`src/rtl/uart_pkg.sv`:
```
// Shared UART types and helpers: FSM state encoding, baud divisor calculation and
// legal parameter ranges. Used by both the TX and RX sides of the serial link.
package uart_pkg;

    typedef enum logic [2:0] {IDLE, START, DATA, PARITY, STOP} uart_tx_state_t;

    localparam int DATA_BITS_MIN = 5;
    localparam int DATA_BITS_MAX = 9;
    localparam int STOP_BITS_MIN = 1;
    localparam int STOP_BITS_MAX = 2;

    // Integer floor of clock cycles per bit.
    function automatic int calc_divisor(input int clk_hz, input int baud);
        return clk_hz / baud;
    endfunction

endpackage

```
`src/rtl/uart_baud_tick.sv`:
```
// Bit-time clock enable: counts while enable is high and pulses tick on count DIVISOR-1.
// A synchronous clear realigns the phase to the moment a frame is accepted.
module uart_baud_tick #(
    parameter int DIVISOR = 10
) (
    input  logic clock,
    input  logic reset,
    input  logic enable,
    input  logic clear,
    output logic tick
);
    localparam int CW = (DIVISOR > 1) ? $clog2(DIVISOR) : 1;

    logic [CW-1:0] cnt;

    assign tick = enable && (cnt == CW'(DIVISOR - 1));

    always_ff @(posedge clock) begin
        if (reset || clear)
            cnt <= '0;
        else if (enable)
            cnt <= tick ? '0 : cnt + 1'b1;
    end

endmodule

```
`src/rtl/uart_tx_frame.sv`:
```
// Handshaked UART transmitter: start, DATA_BITS LSB first, optional parity, 1-2 stop bits.
// Define UART_TX_PARITY_EN to add a parity bit (even, or odd when PARITY_ODD=1).
module uart_tx_frame
    import uart_pkg::*;
#(
    parameter int DATA_BITS   = 8,
    parameter int STOP_BITS   = 1,
    parameter int BAUDRATE    = 115200,
    parameter int CLOCK_INPUT = 50_000_000,
    parameter int PARITY_ODD  = 0
) (
    input  logic                 clock,
    input  logic                 reset,
    input  logic                 valid,
    input  logic [DATA_BITS-1:0] data,
    output logic                 ready,
    output logic                 sdata,
    output logic                 busy,
    output logic                 done
);
    localparam int DIVISOR = calc_divisor(CLOCK_INPUT, BAUDRATE);
    localparam int IW      = $clog2(DATA_BITS);

    if (DIVISOR < 2 || DATA_BITS < DATA_BITS_MIN || DATA_BITS > DATA_BITS_MAX ||
        STOP_BITS < STOP_BITS_MIN || STOP_BITS > STOP_BITS_MAX ||
        PARITY_ODD < 0 || PARITY_ODD > 1) begin : g_param_err
        $error("uart_tx_frame: illegal parameters (DIVISOR=%0d)", DIVISOR);
    end

    uart_tx_state_t       state;
    logic [DATA_BITS-1:0] shift;
    logic [IW-1:0]        bit_cnt;
    logic                 stop_cnt;
    logic                 tick;
    logic                 accept;
`ifdef UART_TX_PARITY_EN
    logic                 par;
`endif

    assign accept = valid && ready;

    uart_baud_tick #(.DIVISOR(DIVISOR)) u_baud (
        .clock  (clock),
        .reset  (reset),
        .enable (busy),
        .clear  (accept),
        .tick   (tick)
    );

    always_ff @(posedge clock) begin
        if (reset) begin
            state    <= IDLE;
            sdata    <= 1'b1;
            ready    <= 1'b1;
            busy     <= 1'b0;
            done     <= 1'b0;
            shift    <= '0;
            bit_cnt  <= '0;
            stop_cnt <= 1'b0;
`ifdef UART_TX_PARITY_EN
            par      <= 1'b0;
`endif
        end else begin
            done <= 1'b0;
            case (state)
                IDLE: begin
                    if (accept) begin
                        shift <= data;
`ifdef UART_TX_PARITY_EN
                        par   <= ^data ^ 1'(PARITY_ODD);
`endif
                        state <= START;
                        sdata <= 1'b0;
                        ready <= 1'b0;
                        busy  <= 1'b1;
                    end
                end
                START: begin
                    if (tick) begin
                        state   <= DATA;
                        sdata   <= shift[0];
                        bit_cnt <= '0;
                    end
                end
                DATA: begin
                    if (tick) begin
                        if (bit_cnt == IW'(DATA_BITS - 1)) begin
`ifdef UART_TX_PARITY_EN
                            state    <= PARITY;
                            sdata    <= par;
`else
                            state    <= STOP;
                            sdata    <= 1'b1;
`endif
                            stop_cnt <= 1'b0;
                        end else begin
                            // sdata follows the bit that becomes shift[0] after this shift
                            bit_cnt <= bit_cnt + 1'b1;
                            shift   <= shift >> 1;
                            sdata   <= shift[1];
                        end
                    end
                end
`ifdef UART_TX_PARITY_EN
                PARITY: begin
                    if (tick) begin
                        state <= STOP;
                        sdata <= 1'b1;
                    end
                end
`endif
                STOP: begin
                    if (tick) begin
                        if (stop_cnt == 1'(STOP_BITS - 1)) begin
                            state <= IDLE;
                            done  <= 1'b1;
                            ready <= 1'b1;
                            busy  <= 1'b0;
                        end else begin
                            stop_cnt <= 1'b1;
                        end
                    end
                end
                default: begin
                    state <= IDLE;
                    sdata <= 1'b1;
                    ready <= 1'b1;
                    busy  <= 1'b0;
                end
            endcase
        end
    end

endmodule
```
`config.mk`:
```
export PLATFORM = sky130hd
export DESIGN_NAME = uart_tx_frame
export DESIGN_NICKNAME = d
export VERILOG_FILES = /design/src/rtl/uart_pkg.sv /design/src/rtl/uart_baud_tick.sv /design/src/rtl/uart_tx_frame.sv
export SDC_FILE = /design/constraint.sdc
export NUM_CORES = 1
export LEC_CHECK = 0
export BUFFER_PORTS_ARGS = -buffer_cell sky130_fd_sc_hd__buf_4
export CAP_MARGIN = 20
export CORE_MARGIN = 4
export CORE_UTILIZATION = 30
export CTS_CLUSTER_SIZE = 30
export DETAILED_ROUTE_END_ITERATION = 7
export HOLD_SLACK_MARGIN = 0.02
export PLACE_DENSITY = 0.51
export RECOVER_POWER = 25
export SLEW_MARGIN = 0
export SYNTH_ARGS = -nofsm -noshare
export SYNTH_HDL_FRONTEND = slang
export SYNTH_SLANG_ARGS = --single-unit
```
`constraint.sdc`:
```
create_clock -name clock -period 2.7 [get_ports clock]
set_clock_uncertainty 0.2 [all_clocks]
set_input_delay 0.135 -clock clock [delete_from_list [all_inputs] [get_ports clock]]
set_output_delay 0.135 -clock clock [all_outputs]
set_load 0.01 [all_outputs]
```
==> results.py <==
metrics = {
    "power_and_ir_drop": {
        "power.total_mw": 0.769,
        "vdd_drop_max_v": 0.000172,
        "power.density_nw_per_um2": 482,
        "p_leak_nw": 0.573,
    },
    "synth": {
        "netlist_instances": 155,
        "synthFlopType": "dfxtp_1",
        "synth_fp_nets": 170,
        "ys_ff_latch": 27,
        "yosys_warnings": 0,
        "ys_seq_area_share_pct": 39.5,
        "synth_xor_area_share_pct": 5.12,
        "synth-async-reset-ratio_pct": 0,
        "yosys.cell_types.count": 40,
        "syn_area_um2": 1370,
        "synthAdderAreaFrac_pct": 3.66,
        "synth-compound-area-share_pct": 20.3,
        "synthMuxAreaShare_pct": 5.86,
        "postSynthAreaPerCell_um2": 8.82,
        "synth_top_family_by_area": "simple AND/OR/NAND/NOR gates",
        "yosys.area_share.simple_pct": 21.8,
        "synth_edf_count": 0,
    },
    "grt": {
        "overflow": 0,
        "grt_usage_pct": 12.3,
        "grt_pass1_vias": 1195,
        "antenna_found_initial": 0,
        "grt_pass1_wl_mm": 5.46,
        "grt_max_degree": 21,
    },
    "drt": {
        "wire_per_inst_um": 13.6,
        "drc": 0,
        "postRouteWirelength_mm": 3.03,
        "ant_nets": 0,
        "vias": 1205,
        "drtPass1Iterations": 4,
        "via_per_inst": 5.40,
        "drt_iter0_markers": 41,
    },
    "clock_tree": {
        "cts_buffers": 3,
        "postCtsSetupBuffers": 0,
        "cts_buffer_depth": 2,
        "cts_sinks": 27,
        "clkTransAtPathRegs_ns": 0.10,
        "cts_max_level": 1,
        "cts-root-buf": "clkbuf_8",
        "clkLatencyLatePin_ns": 0.27,
        "cts_tree": "built",
    },
    "worst_hold_path": {
        "hp-class": "in -> reg",
    },
    "outcome": {
        "status": "finished, final reports clean",
    },
    "run": {
        "drv_cap": 0,
    },
    "floorplan": {
        "die_y_um": 75.5,
        "row_count": 24,
        "die_x_um": 75.5,
        "initial_core_util_pct": 31.2,
        "fp.dieArea_um2": 5700,
        "io_pins": 15,
        "fp.coreArea_um2": 4380,
    },
    "layout": {
        "final_common_cell": "dfxtp_1",
        "syn2layout_area_growth_pct": 16.7,
        "n_antenna_cell": 0,
        "multi_input_area_um2": 776,
        "fin_nets": 187,
        "fillCellCount": 472,
        "drive_gt1_share_pct": 9.94,
        "seqCellArea_um2": 541,
        "stdcell_area_um2": 1600,
        "final_cell_mix": "27 x dfxtp_1, 15 x nor2_1, 15 x a21oi_1",
    },
    "setup_path": {
        "path_max_fanout": 10,
        "cp.arrival_ns": 2.47,
        "required_ns": 2.67,
        "path_class": "reg -> reg",
        "endpoint_kind": "register",
        "critPathLaunchType": "register",
    },
    "timing": {
        "slew_headroom_pct": 67.9,
        "timing.setup.tns_ns": 0,
        "finalSetupViolations": 0,
        "period_minus_slack_ns": 2.50,
        "worst_pin_slew_ns": 0.481,
        "rsz0062_at_grt": "false",
        "finalCritPeriodShare_pct": 92.5,
        "whs_ns": 0.0247,
        "postLayoutSetupSlackWorst_ns": 0.202,
        "slew_viol_final": 0,
        "max_freq_ghz": 0.400,
        "hold_viol_final": 0,
    },
    "place": {
        "place_area_um2": 1520,
        "place_hpwl_mm": 2.13,
        "dpl_worst_slack_ns": 0.422,
        "finalWeightedCongestion": 0.763,
        "port_buffers": 14,
    },
}
[where the power goes]
group	total, mW	internal, mW	switching (mW)
Clock	0.234	0.106	0.128
Combinational	0.101	0.0498	0.0514
Sequential	0.434	0.416	0.0180
Total	0.769	0.571	0.198
[synth_stat cells, types with 3 or more instances]
| master | count | share of area, % |
|---|---|---|
| nor2b_1 | 4 | 1.8 |
| nor3_1 | 3 | 1.1 |
| ha_1 | 4 | 3.7 |
| clkbuf_1 | 6 | 1.6 |
| nand4_1 | 5 | 2.3 |
| nand2b_1 | 4 | 1.8 |
| nand2_1 | 8 | 2.2 |
| a311oi_1 | 7 | 4.5 |
| dfxtp_1 | 27 | 40 |
| nand3b_1 | 3 | 1.6 |
| mux2i_1 | 8 | 5.9 |
| nor2_1 | 15 | 4.1 |
| xor2_1 | 5 | 3.2 |
| xnor2_1 | 3 | 1.9 |
| a21oi_1 | 15 | 5.5 |
| o21ai_0 | 6 | 2.2 |
[timing repair]
item,4_1_cts,5_1_grt
hold endpoints to repair,15,0
hold buffers,5,0
gates resized for setup,0,0
[layer usage]
metal	vias up	part of all wire, %	global-route usage, %
met4	0	1.8	5.24
met3	4	3.1	1.98
li1	602	-	-
met2	17	46	19.5
met1	582	49	16.5
met5	-	0	0
[worst paths after layout]
kind | startpoint | to | slack (ns) | depth (start not counted)
worst max-delay path | busy | u_baud.cnt[1] | 0.20 | 5
worst min-delay path | data[4] | shift[4] | 0.02 | 3
worst min register to register | bit_cnt[1] | bit_cnt[1] | 0.30 | 2
worst max register to register | busy | u_baud.cnt[1] | 0.20 | 5
[metrics by stage]
stage                     cells  util, %
final                       223     36.4
after floorplan             155        -
after detailed placement    214     34.7
after global routing        223     36.4
after CTS                   223     36.8
after global placement      214     34.7
[layout make-up]
class,count,share of cell area [%]
clock buffer,4,2.82
tap,52,4.08
sequential,27,33.9
multi-input combinational,116,48.6
inverter,1,0.235
timing repair buffer,23,10.4
[kinds of logic after synthesis]
kind of cell             after synthesis
AO/OA/AOI/OAI                         41
XOR/XNOR                               8
adder cells (fa/ha/maj)                4
buffers and inverters                 12
flip-flops                            27
multiplexers                           8
AND/OR/NAND/NOR                       55
[state kept, by name, summed over array words and instances, names as in the netlist]
signal and cells:
u_baud.cnt 9, shift 8, bit_cnt 3, state 3, busy 1, done 1, ready 1, sdata 1
[worst max-delay path, cell delays in order, from the launching register on]
cell and delay (ns):
dfxtp_1 0.48, or3b_1 0.42, or3_1 0.46, a2bb2oi_1 0.21, a211oi_1 0.06, dlygate4sd3_1 0.56
Power figures use the tool's default switching activity.
